--- src/rtl/wide_add_seq_pkg.sv ---
// -----------------------------------------------------------------------------
// wide_add_seq_pkg
//   Shared types and constants for the wide_add_seq sequencer.
//   - state_t      : sequencer FSM states (IDLE, RUN, DONE)
//   - DEF_WIDTH    : default operand/result width
//   - DEF_N        : default chunk adder width
//   - calc_k       : number of chunks per operation (WIDTH / N)
//   - calc_idx_w   : width of the chunk counter (clog2(K), minimum 1)
// -----------------------------------------------------------------------------
package wide_add_seq_pkg;

    typedef enum logic [1:0] {
        IDLE = 2'd0,
        RUN  = 2'd1,
        DONE = 2'd2
    } state_t;

    localparam int DEF_WIDTH = 128;
    localparam int DEF_N     = 32;

    function automatic int calc_k(input int width, input int n);
        return width / n;
    endfunction

    // A single-chunk build still needs a 1-bit counter to keep the
    // declarations legal.
    function automatic int calc_idx_w(input int k);
        return (k <= 1) ? 1 : $clog2(k);
    endfunction

endpackage

--- src/rtl/wide_add_seq_chunk_add.sv ---
// -----------------------------------------------------------------------------
// chunk_add
//   Purely combinational N-bit ripple-carry adder, organised as a chain of
//   4-bit ripple blocks. N must be a multiple of 4.
//
//   Ports:
//     Cin        in   1   carry into bit 0
//     operA      in   N   operand A
//     operB      in   N   operand B
//     resultOUT  out  N   sum bits
//     Cout       out  1   carry out of bit N-1
// -----------------------------------------------------------------------------
module chunk_add
    import wide_add_seq_pkg::*;
#(
    parameter int N = DEF_N
) (
    input  logic         Cin,
    input  logic [N-1:0] operA,
    input  logic [N-1:0] operB,
    output logic [N-1:0] resultOUT,
    output logic         Cout
);

    if (N % 4 != 0) begin : gen_bad_n
        $error("chunk_add: N (%0d) must be a multiple of 4", N);
    end

    // c[i] is the carry into bit i; c[N] leaves the chunk.
    logic [N:0] c;

    assign c[0] = Cin;

    for (genvar g = 0; g < N / 4; g++) begin : gen_blk
        for (genvar b = 0; b < 4; b++) begin : gen_bit
            localparam int I = 4 * g + b;
            logic p;
            assign p            = operA[I] ^ operB[I];
            assign resultOUT[I] = p ^ c[I];
            assign c[I+1]       = (operA[I] & operB[I]) | (p & c[I]);
        end
    end

    assign Cout = c[N];

endmodule

--- src/rtl/wide_add_seq.sv ---
// -----------------------------------------------------------------------------
// wide_add_seq
//   Multi-cycle WIDTH-bit adder built on a single N-bit ripple-carry chunk
//   adder. Each accepted operation is processed LS chunk first over
//   K = WIDTH/N cycles, with the chunk carry registered between cycles.
//
//   Optional feature macro: WIDE_ADD_SEQ_SUB_EN
//     When defined, an op_sub input selects opA - opB (B inverted per chunk,
//     carry preset to 1). Cout = 1 then means "no borrow".
//
//   Ports:
//     clk        in   1      rising-edge clock
//     rst        in   1      synchronous active-high reset
//     in_valid   in   1      operands valid
//     in_ready   out  1      block can accept (IDLE only)
//     opA        in   WIDTH  operand A
//     opB        in   WIDTH  operand B
//     Cin        in   1      carry into chunk 0
//     op_sub     in   1      subtract select (WIDE_ADD_SEQ_SUB_EN only)
//     out_valid  out  1      result valid (DONE only)
//     out_ready  in   1      consumer accepts result
//     resultOUT  out  WIDTH  sum
//     Cout       out  1      carry out of the top chunk
//     busy       out  1      high in RUN or DONE
//
//   state | meaning
//   ------+--------------------------------------------------------------
//   IDLE  | waiting for in_valid; operands captured on accept
//   RUN   | one chunk added per cycle, idx counts 0..K-1
//   DONE  | result and carry held until out_ready
// -----------------------------------------------------------------------------
module wide_add_seq
    import wide_add_seq_pkg::*;
#(
    parameter int WIDTH = DEF_WIDTH,
    parameter int N     = DEF_N
) (
    input  logic             clk,
    input  logic             rst,
    input  logic             in_valid,
    output logic             in_ready,
    input  logic [WIDTH-1:0] opA,
    input  logic [WIDTH-1:0] opB,
    input  logic             Cin,
`ifdef WIDE_ADD_SEQ_SUB_EN
    input  logic             op_sub,
`endif
    output logic             out_valid,
    input  logic             out_ready,
    output logic [WIDTH-1:0] resultOUT,
    output logic             Cout,
    output logic             busy
);

    localparam int K     = calc_k(WIDTH, N);
    localparam int IDX_W = calc_idx_w(K);

    localparam logic [IDX_W-1:0] IDX_LAST = IDX_W'(K - 1);

    if ((WIDTH % N != 0) || (N % 4 != 0)) begin : gen_bad_cfg
        $error("wide_add_seq: WIDTH (%0d) must be a multiple of N (%0d), N a multiple of 4",
               WIDTH, N);
    end

    state_t state;
    state_t state_next;

    logic accept;
    logic run_step;
    logic last_chunk;

    logic [WIDTH-1:0] a_sr;
    logic [WIDTH-1:0] b_sr;
    logic [WIDTH-1:0] res_sr;
    logic [WIDTH-1:0] res_next;
    logic             carry;
    logic             carry_load;
    logic [IDX_W-1:0] idx;

    logic             sub_sel;
    logic [N-1:0]     b_chunk;
    logic [N-1:0]     chunk_sum;
    logic             chunk_cout;

    // ------------------------------------------------------------------
    // Optional subtract path
    // ------------------------------------------------------------------
`ifdef WIDE_ADD_SEQ_SUB_EN
    logic sub_q;

    always_ff @(posedge clk) begin
        if (rst) begin
            sub_q <= 1'b0;
        end else if (accept) begin
            sub_q <= op_sub;
        end
    end

    assign sub_sel    = sub_q;
    assign carry_load = op_sub ? 1'b1 : Cin;
`else
    assign sub_sel    = 1'b0;
    assign carry_load = Cin;
`endif

    // ------------------------------------------------------------------
    // FSM
    // ------------------------------------------------------------------
    assign last_chunk = (idx == IDX_LAST);

    always_ff @(posedge clk) begin
        if (rst) begin
            state <= IDLE;
        end else begin
            state <= state_next;
        end
    end

    always_comb begin
        state_next = state;
        in_ready   = 1'b0;
        out_valid  = 1'b0;
        busy       = 1'b0;
        accept     = 1'b0;
        run_step   = 1'b0;

        case (state)
            IDLE: begin
                in_ready = 1'b1;
                if (in_valid) begin
                    accept     = 1'b1;
                    state_next = RUN;
                end
            end
            RUN: begin
                busy     = 1'b1;
                run_step = 1'b1;
                if (last_chunk) begin
                    state_next = DONE;
                end
            end
            DONE: begin
                busy      = 1'b1;
                out_valid = 1'b1;
                if (out_ready) begin
                    state_next = IDLE;
                end
            end
            default: begin
                state_next = IDLE;
            end
        endcase
    end

    // ------------------------------------------------------------------
    // Chunk adder and result assembly
    // ------------------------------------------------------------------
    assign b_chunk = b_sr[N-1:0] ^ {N{sub_sel}};

    chunk_add #(
        .N (N)
    ) u_chunk_add (
        .Cin       (carry),
        .operA     (a_sr[N-1:0]),
        .operB     (b_chunk),
        .resultOUT (chunk_sum),
        .Cout      (chunk_cout)
    );

    // New chunk sums enter at the top; after K steps chunk 0 has reached
    // the bottom of the register.
    if (K == 1) begin : gen_res_single
        assign res_next = chunk_sum;
    end else begin : gen_res_multi
        assign res_next = {chunk_sum, res_sr[WIDTH-1:N]};
    end

    // ------------------------------------------------------------------
    // Datapath registers
    // ------------------------------------------------------------------
    always_ff @(posedge clk) begin
        if (rst) begin
            a_sr   <= '0;
            b_sr   <= '0;
            res_sr <= '0;
            carry  <= 1'b0;
            idx    <= '0;
        end else if (accept) begin
            a_sr  <= opA;
            b_sr  <= opB;
            carry <= carry_load;
            idx   <= '0;
        end else if (run_step) begin
            a_sr   <= a_sr >> N;
            b_sr   <= b_sr >> N;
            res_sr <= res_next;
            carry  <= chunk_cout;
            // Hold on the final chunk so idx never wraps inside an operation.
            if (!last_chunk) begin
                idx <= idx + 1'b1;
            end
        end
    end

    assign resultOUT = res_sr;
    assign Cout      = carry;

endmodule

--- config.mk ---
export PLATFORM = sky130hd
export DESIGN_NAME = wide_add_seq
export DESIGN_NICKNAME = d
export VERILOG_FILES = /design/src/rtl/wide_add_seq_pkg.sv /design/src/rtl/wide_add_seq_chunk_add.sv /design/src/rtl/wide_add_seq.sv
export SDC_FILE = /design/constraint.sdc
export NUM_CORES = 1
export LEC_CHECK = 0
export BUFFER_PORTS_ARGS = -buffer_cell sky130_fd_sc_hd__buf_4
export CAP_MARGIN = 5
export CORE_ASPECT_RATIO = 0.8
export CORE_MARGIN = 5
export CORE_UTILIZATION = 31
export CTS_CLUSTER_DIAMETER = 80
export DETAILED_ROUTE_END_ITERATION = 8
export PLACE_DENSITY_LB_ADDON = 0.08
export SLEW_MARGIN = 25
export SYNTH_ARGS = -nofsm -noshare
export SYNTH_HDL_FRONTEND = slang
export SYNTH_SLANG_ARGS = --single-unit
--- constraint.sdc ---
create_clock -name clk -period 36.6 [get_ports clk]
set_clock_uncertainty 0.1 [all_clocks]
set_input_delay 1.83 -clock clk [delete_from_list [all_inputs] [get_ports clk]]
set_output_delay 1.83 -clock clk [all_outputs]
set_load 0.02 [all_outputs]
==> impl_metrics.yaml <==
worst_setup_path:
  crit_required_ps: 36970
  max_stage_delay_ps: 430
  crit_path_frequent_cell: "fa_1"
  critPathCaptureType: "flip-flop"
  reg2reg_slack_ps: 23110
  start_kind: "flip-flop"
  worstPathArrival_ps: 13870
  rr_endpoint: "resultOUT[127]"
  path_class: "flip-flop to flip-flop"
  worstRegToRegCells: 36
  critPathSlowestCell: "fa_1"
  reg2reg_from: "Cout"
  critPathMaxFanout: 3
yosys:
  yosys.area_share.simple: 0.114
  syn_area_um2: 17400
  ys_warn_count: 0
  synth_edf_count: 0
  synth_seq_cells: 389
  yosysTopAreaCellShare: 0.447
  synth_top_flop_cell: "dfxtp_1"
  synth_area_leader_cell: "dfxtp_1"
  ys_async_sr_fraction: 0
  yosys.area_share.adder: 0.0397
  synth_commonest_cells: "dfxtp_1, mux2i_1, nor2_1"
  synth_top_family_by_area: "multiplexers"
  postSynthAreaPerCell_um2: 10.7
  synth_most_common_cell: "dfxtp_1"
  seq_area_frac_synth: 0.447
  ys_top_cells_by_area: "dfxtp_1, mux2i_1, a211oi_2, nor2_1, fa_1"
  synthXorXnorAreaFrac: 0.000503
  postSynthCellCount: 1622
  synth-compound-area-share: 0.159
  synthDistinctLibCells: 25
  synth.area.mux_share: 0.185
  syn_nets: 1919
global_routing:
  grt_overflow: 0
  track_usage: 0.171
  grt_pass1_vias: 12800
  grt_pass1_wl_um: 81100
  grt_max_degree: 127
  antenna_found_initial: 6
hold_path:
  hp-class: "flip-flop to flip-flop"
  min-delay-start: "b_sr[110]"
  whs_endpoint: "b_sr[110]"
  min_path_cells: 2
layout:
  nFillCells: 5504
  drive_gt1_frac: 0.342
  fin_area_um2: 22000
  syn2layout_area_growth_pct: 26.2
  nets: 2229
floorplan:
  die_x_um: 275
  start_util: 0.314
  die_y_um: 222
  core_area_um2: 55400
  rows: 77
  die_area_um2: 61000
  pin_count: 393
clock_tree:
  cts_resized: 0
  cts.clk_slew.worst_paths_ps: 60
  h-tree-depth: 2
  cts.sinks: 389
  post_cts_buffers: 0
  cts_tree: "done"
  max-clock-path-buffers: 3
  cts-root-buf: "clkbuf_16"
  clock_latency_ps: 570
  hold_buffers: 0
  cts_made_buffers: 44
power_and_ir_drop:
  fin_total_pwr_mw: 1.58
  p_leak_nw: 8.63
  power.density_nw_per_um2: 72.1
  vdd_drop_max_v: 0.0000372
drt:
  via_per_inst: 4.67
  drtAntennaViolNets: 0
  dr.pass1.iters: 4
  drc: 0
  detail_route.wl_per_cell_um: 20.1
  drtIter0Drc: 842
  totalWireLength_um: 54500
  via_count: 12700
timing:
  post-route-period-util: 0.369
  finalHoldViolCount: 0
  min_period_ps: 13490
  worst_slew_pin_slew_ps: 1050
  setup_violations: 0
  finalSetupTns_ps: 0
  fmax_mhz: 74.1
  maxSlewViolCount: 0
  holdWs_ps: 384
  max-slew-margin-rel: 0.298
  rsz0062_at_grt: "false"
placed_design:
  dp_hpwl_um: 39000
  portBuffers: 392
  place_congestion: 0.758
  placed_area_um2: 20500
job:
  max-cap-violations: 0
outcome:
  status: "finished clean"
[cell type report]
| type | count | area, µm² | share of cell area |
|---|---|---|---|
| Clock buffer | 67 | 1320 | 0.0600 |
| Clock inverter | 10 | 85.1 | 0.00387 |
| Timing Repair Buffer | 408 | 3090 | 0.140 |
| Antenna cell | 4 | 10.0 | 0.000456 |
| Multi-Input combinational cell | 1078 | 8710 | 0.396 |
| Inverter | 11 | 41.3 | 0.00188 |
| Sequential cell | 389 | 7790 | 0.354 |
| Tap cell | 750 | 938 | 0.0427 |
[state kept, by name, summed over array words and instances (netlist names)]
| name | count |
|---|---|
| b_sr | 128 |
| resultOUT | 128 |
| idx | 2 |
| Cout | 1 |
| state | 2 |
| a_sr | 128 |
[cell usage in the layout (no fill, tap or decap)]
cell type / n
clkbuf_16: 45
clkbuf_1: 11
o211ai_1: 1
inv_1: 11
clkbuf_8: 11
nand3b_1: 64
buf_12: 1
buf_6: 1
ha_1: 3
ha_4: 1
fa_1: 32
mux2i_1: 321
nor2_1: 320
buf_4: 405
buf_8: 1
inv_6: 2
nand2_1: 66
clkinv_2: 6
nor3_1: 2
diode_2: 4
nand2_8: 1
nor2b_4: 1
a211oi_1: 2
and2_2: 1
nand2b_1: 4
dfxtp_1: 389
bufinv_16: 1
clkinvlp_4: 1
a211oi_2: 192
xnor2_1: 1
a21oi_1: 65
a221oi_4: 1
[critical path: cells and delay by family, from the launching register on]
family | cells | cell delay (ps)
flops | 1 | 320
fa+ha+maj | 32 | 12550
compound gates | 1 | 220
buf+inv | 3 | 200
[how the worst max path moves through the flow]
stage | end | slack (ps) | start | cells past startpoint
final | resultOUT[127] | 23110 | Cout | 36
after CTS | resultOUT[127] | 23020 | Cout | 36
after global placement | resultOUT[127] | 23100 | Cout | 36
after global routing | resultOUT[127] | 22650 | Cout | 36
after detailed placement | resultOUT[127] | 23030 | Cout | 36
after floorplan | resultOUT[127] | 23730 | Cout | 36
[metal layers]
layer  share of wire  vias up  track usage
li1                -     6289            -
met1            0.46     6073        0.238
met2            0.47      245        0.275
met3           0.049       68       0.0344
met4           0.018        4       0.0401
met5         0.00050        -            0
[cell families (layout without fill, tap and decap cells)]
| kind of cell | count (synthesis) | after routing |
|---|---|---|
| and+or+nand+nor | 459 | 459 |
| DFF | 389 | 389 |
| muxes | 321 | 321 |
| AOI/OAI and AO/OA | 261 | 261 |
| buffers and inverters | 155 | 496 |
| adders and majority gates | 36 | 36 |
| xor gates and xnor gates | 1 | 1 |
| other | 0 | 4 |
[through the flow]
step / worst slack, ps / utilization / instances
2_1_floorplan: 23730 / - / 1622
3_3_place_gp: 23100 / 0.371 / 2635
3_5_place_dp: 23030 / 0.371 / 2635
4_1_cts: 23020 / 0.396 / 2712
5_1_grt: 22650 / 0.397 / 2715
6_report: 23110 / 0.397 / 2717
[report_power, final]
part           internal (mW)  switching (mW)
clock network          0.255           0.181
logic                  0.243           0.299
registers              0.518          0.0891
No activity file was read; power rests on OpenSTA's default activity.
